--- config.mk ---
export PLATFORM = sky130hd
export DESIGN_NAME = fifo_array_drain
export DESIGN_NICKNAME = d
export VERILOG_FILES = /design/src/rtl/fifo_array_drain.sv
export SDC_FILE = /design/constraint.sdc
export NUM_CORES = 1
export LEC_CHECK = 0
export ABC_AREA = 1
export ABC_CLOCK_PERIOD_IN_PS = 4700
export CAP_MARGIN = 20
export CORE_MARGIN = 2
export CORE_UTILIZATION = 42
export CTS_CLUSTER_DIAMETER = 60
export DETAILED_ROUTE_END_ITERATION = 12
export PLACE_DENSITY = 0.89
export SYNTH_ARGS = -nofsm -noshare
export SYNTH_HDL_FRONTEND = slang
export SYNTH_SLANG_ARGS = --single-unit
--- constraint.sdc ---
create_clock -name clk -period 4.7 [get_ports clk]
set_input_delay 0.94 -clock clk [delete_from_list [all_inputs] [get_ports clk]]
set_output_delay 0.94 -clock clk [all_outputs]
set_load 0.02 [all_outputs]
--- src/rtl/fifo_array_drain.sv ---
// Read-side drain controller for the systolic output FIFO array: pops one word per
// column per row in row-major order and streams it out with a linear address.
module fifo_array_drain #(
  parameter int data_size  = 8,
  parameter int array_size = 9,
  parameter int col_bits   = 4,
  parameter int row_bits   = 8,
  parameter int addr_width = 16
) (
  input  logic                             clk,
  input  logic                             rst_n,
  input  logic                             start,
  input  logic [row_bits-1:0]              num_rows,
  input  logic [array_size-1:0]            fifo_empty,
  output logic [array_size-1:0]            fifo_r_en,
  input  logic [data_size*array_size-1:0]  fifo_data,
  output logic [data_size-1:0]             out_data,
  output logic [addr_width-1:0]            out_addr,
  output logic                             out_valid,
  input  logic                             out_ready,
  output logic                             busy,
  output logic                             done
);

  typedef enum logic [2:0] {
    S_IDLE,
    S_WAIT,
    S_READ,
    S_CAPT,
    S_SEND,
    S_DONE
  } state_t;

  state_t                  r_state;
  state_t                  w_next;
  logic [row_bits-1:0]     r_rows;
  logic [row_bits-1:0]     r_row;
  logic [col_bits-1:0]     r_col;
  logic [addr_width-1:0]   r_addr;
  logic [data_size-1:0]    r_data;

  logic [array_size-1:0]   w_r_en;
  logic [data_size-1:0]    w_sel;
  logic                    w_empty;
  logic                    w_last_col;
  logic                    w_last;
  logic                    w_hs;

  // Column mux for the current column's data, empty flag and read enable.
  always_comb begin
    w_sel   = '0;
    w_empty = 1'b1;
    w_r_en  = '0;
    for (int unsigned c = 0; c < array_size; c++) begin
      if (r_col == col_bits'(c)) begin
        w_sel     = fifo_data[c*data_size +: data_size];
        w_empty   = fifo_empty[c];
        w_r_en[c] = (r_state == S_READ);
      end
    end
  end

  assign w_last_col = (r_col == col_bits'(array_size - 1));
  assign w_last     = w_last_col && (r_row == r_rows - row_bits'(1));
  assign w_hs       = (r_state == S_SEND) && out_ready;

  always_comb begin
    w_next = r_state;
    case (r_state)
      S_IDLE: begin
        if (start) begin
          w_next = (num_rows == '0) ? S_DONE : S_WAIT;
        end
      end
      S_WAIT: begin
        if (!w_empty) begin
          w_next = S_READ;
        end
      end
      S_READ: w_next = S_CAPT;
      S_CAPT: w_next = S_SEND;
      S_SEND: begin
        if (w_hs) begin
          w_next = w_last ? S_DONE : S_WAIT;
        end
      end
      S_DONE:  w_next = S_IDLE;
      default: w_next = S_IDLE;
    endcase
  end

  always_ff @(posedge clk) begin
    if (!rst_n) begin
      r_state <= S_IDLE;
      r_rows  <= '0;
      r_row   <= '0;
      r_col   <= '0;
      r_addr  <= '0;
      r_data  <= '0;
    end else begin
      r_state <= w_next;
      case (r_state)
        S_IDLE: begin
          if (start) begin
            r_rows <= num_rows;
            r_row  <= '0;
            r_col  <= '0;
            r_addr <= '0;
          end
        end
        S_CAPT: r_data <= w_sel;
        S_SEND: begin
          if (out_ready) begin
            r_addr <= r_addr + addr_width'(1);
            if (w_last_col) begin
              r_col <= '0;
              r_row <= r_row + row_bits'(1);
            end else begin
              r_col <= r_col + col_bits'(1);
            end
          end
        end
        default: ;
      endcase
    end
  end

  assign fifo_r_en = w_r_en;
  assign out_data  = r_data;
  assign out_addr  = r_addr;
  assign out_valid = (r_state == S_SEND);
  assign busy      = (r_state != S_IDLE);
  assign done      = (r_state == S_DONE);

endmodule

[After elaboration in Yosys (flattened, before gate mapping)]
Cells that the tools add are included.
W data, S select, Z words.
Word-level totals
  bits in registers: 47
  input bits: 93
  output and inout bits: 36
  word-level logic and storage cells: 84
Cells by class
  $add $sub $neg: 4
  equality and inequality tests: 19
  multiplexer cells: 44
  reduce and logical (&&, ||, !) cells: 11
Operator list (count)
  $mux W8: 12
  $mux W16: 2
  $pmux W16 S2: 1
  $mux W1: 18
  $add A16 B1 Y16 const B: 1
  $eq A4 B3 Y1 const B: 4
  $pmux W8 S2: 1
  $mux W3: 5
  $pmux W3 S5: 1
  $mux W4: 3
  $add A8 B1 Y8 const B: 1
  $eq A4 B2 Y1 const B: 2
  $eq A8 B8 Y1: 1
  $logic_not A8 Y1: 1
  $pmux W4 S2: 1
  $sub A8 B1 Y8 const B: 1
  $eq A3 B2 Y1 const B: 2
  $eq A3 B3 Y1 const B: 2
  $ne A2 B1 Y1 const B: 3
  $reduce_and A3 Y1: 2
  $add A4 B1 Y4 const B: 1
  $eq A4 B1 Y1 const B: 1
  $eq A4 B4 Y1 const B: 1
  $logic_not A4 Y1: 1
  other kinds (8): 10

[Longest topological paths before layout]
  depth in word-level cells: 12
  mapped depth: 14
  gate-level depth less buffers: 14

[Worst setup path after synthesis]
No wires, ideal clock.
  path type: flip-flop to output port
  start point: register r_col[1]
  end point: output fifo_r_en[5]
  arrival time: 1.349 ns
  data required time: 3.760 ns
  setup slack: 2.411 ns
  cell stages (with the launch flop): 6
  path buffers: 1
  path through: dfxtp_1 inv_1 ha_1 nand3_1 buf_2 nor2_1
On the way
  word-level cells in the longest chain between the ends: 2
Ends and longest elaborated chain
  from (decl): line 38  | logic [col_bits-1:0] r_col;
  from (signal assigned): line 119  | r_col <= r_col + col_bits'(1);
  $eq A4 B3 Y1: line 55  | if (r_col == col_bits'(c)) begin
  $mux W1: line 55
  to (decl): line 15  | output logic [array_size-1:0] fifo_r_en,
Every way passes these cells.

[Final worst setup path]
  start point: register r_col[0]
  end point: output fifo_r_en[6]
The elaborated chain is that of the path after synthesis.

==> flow_summary.json <==
{
  "synthesis.nets": 658,
  "grt.total_usage": 0.236,
  "pre_cts_slack_ps": 1660,
  "highest_layer": "met4",
  "vias_per_cell": 5.14,
  "drcViolationCount": 0,
  "synth_seq_area_share": 0.278,
  "clockBufferDepth": 2,
  "setup_viol": 0,
  "gp_congestion": 0.918,
  "floorplan.initialDensity": 0.436,
  "grt_pass1_wl_um": 16800,
  "setup_slack_ps": 1340,
  "fin_crit_sh": 0.715,
  "drtIter0Drc": 157,
  "wl_per_cell_um": 13.8,
  "finalWirelength_um": 10800,
  "cap_violations": 0,
  "root_buffer": "clkbuf_8",
  "synth_edf_count": 0,
  "io_pins": 129,
  "numCtsBuffers": 5,
  "post_cts_buffers": 0,
  "synth_area_mm2": 0.00338,
  "dp.cells": 777,
  "crit_required_ps": 3760,
  "max_freq_mhz": 298,
  "wl_met3_um": 849,
  "ant_nets": 0,
  "portBuffers": 128,
  "grt_max_degree": 20,
  "n_antenna_cell": 0,
  "clk_pin_slew_ps": 90,
  "seq_area_um2": 941,
  "status": "finished clean",
  "slew_headroom": 0.616,
  "period_needed_ps": 3360,
  "vias": 4027,
  "end_kind": "output pin",
  "num_rows": 32,
  "crit_fanout": 17,
  "die_w_um": 93.8,
  "synth.most_common_cell": "nand2_1",
  "cts_htree_levels": 2,
  "final_cells": 784,
  "synth_seq_cells": 47,
  "async_flop_share": 0,
  "fill_cells": 695,
  "synth_warnings": 0,
  "ys.flop_type": "dfxtp_1",
  "layout-drive-gt1-share": 0.0704,
  "chipHeight_um": 93.8,
  "powerDensity_mw_per_mm2": 240,
  "total_power_mw": 1.17,
  "synthTopCellsByCount": "nand2_1 (152), inv_1 (71), nor2_1 (71)",
  "p_leak_nw": 2.07,
  "slew_viol_final": 0,
  "core_mm2": 0.00777,
  "num-nets-final": 782,
  "grt_overflow": 0,
  "first_pass_iters": 5,
  "ctsResizeCount": 0,
  "syn2layout_area_growth_pct": 43.3,
  "antenna_found_initial": 0,
  "clkSinkCount": 47,
  "netlist_instances": 558,
  "yosysTopAreaCell": "dfxtp_1",
  "clk_latency_ps": 300,
  "wl_met2_um": 5480,
  "die_area_mm2": 0.00879,
  "finClkSkew_ps": 11.0,
  "synth_area_leaders": "dfxtp_1 (28%), nand2_1 (17%), inv_1 (7.9%)",
  "grt_pass1_vias": 3860,
  "cts_tree": "done",
  "cp_data_arrival_time_ps": 2420,
  "finalCoreUtilization": 0.624,
  "start_kind": "register",
  "yosysTopAreaCellShare": 0.278,
  "ys_types": 38,
  "cts_hold_buffers": 0,
  "rsz0062_at_grt": "no",
  "worstHoldPathType": "register to register",
  "peakVddDrop_uv": 160,
  "dpl.hpwl_um": 8400,
  "path_class": "register to output pin",
  "syn_avg_cell_area_um2": 6.07,
  "fin_tns_setup_ps": 0,
  "multiInputGateArea_mm2": 0.00209,
  "tightest_slew_ps": 573,
  "hold_violations": 0,
  "wl_met1_um": 4190
}
final cells by class:
type	count	share of cell area
Multi-Input combinational cell	420	0.431
Timing Repair Buffer	129	0.266
Sequential cell	47	0.194
Inverter	79	0.0612
Tap cell	102	0.0263
Clock buffer	5	0.0142
Clock inverter	2	0.00774
through the flow:
| stage | instance area, µm² | hold WS [ps] |
|---|---|---|
| 6_report | 4850 | 473 |
| 5_1_grt | 4850 | 494 |
| 4_1_cts | 4850 | 473 |
| 3_5_place_dp | 4740 | 460 |
| 3_3_place_gp | 4740 | 457 |
| 2_1_floorplan | 3380 | 452 |
critical path, stage by stage, from the launching register on:
cell	delay, ps
dfxtp_1	350
inv_1	130
ha_1	220
inv_1	60
nor2_2	460
inv_1	170
nor2_1	130
clkdlybuf4s50_1	620
path summary, 6_finish.rpt:
kind,from,to,slack (ps),cells past startpoint
worst min register to register,out_data[1],out_data[1],470,2
worst min-delay path,out_data[1],out_data[1],470,2
worst max register to register,r_col[0],r_state[2],2470,12
worst max-delay path,r_col[0],fifo_r_en[6],1340,7
cells by family after synthesis:
kind of cell             after synthesis  synth area share
flip-flops                            47             0.278
adder cells (fa/ha/maj)                7            0.0259
XOR/XNOR                              15            0.0388
buffers and inverters                 91             0.105
AND/OR/NAND/NOR                      330             0.442
AO/OA/AOI/OAI                         68             0.110
layout by cell type, fill, tap and decap left out, types with 3 or more instances in the layout:
cell and n:
nand2_1 152, nand4_1 7, o21ai_0 22, a211oi_1 3, clkbuf_8 5, or2_2 10
nor2_1 71, clkdlybuf4s50_1 128, dfxtp_1 47, nor3_1 18, nand3_1 44, inv_2 6
nor4_1 3, inv_1 71, a21oi_1 36, ha_1 7, xor2_1 13, nand2_4 3
nor2_2 8
registers in the layout, indices dropped and copies added, names as in the netlist:
register  flops
r_rows        8
r_col         4
r_row         8
out_addr     16
r_state       3
out_data      8
per-layer routing:
layer,vias up,global-route usage
met5,-,0
met4,0,0.103
met3,24,0.0514
met2,161,0.453
met1,1828,0.242
li1,2014,-
power breakdown:
group	switching (mW)	internal (mW)	total [mW]
clock	0.141	0.156	0.297
sequential	0.0194	0.420	0.439
combinational	0.243	0.186	0.430
total	0.404	0.762	1.17
(Power assumes the default switching activity.)
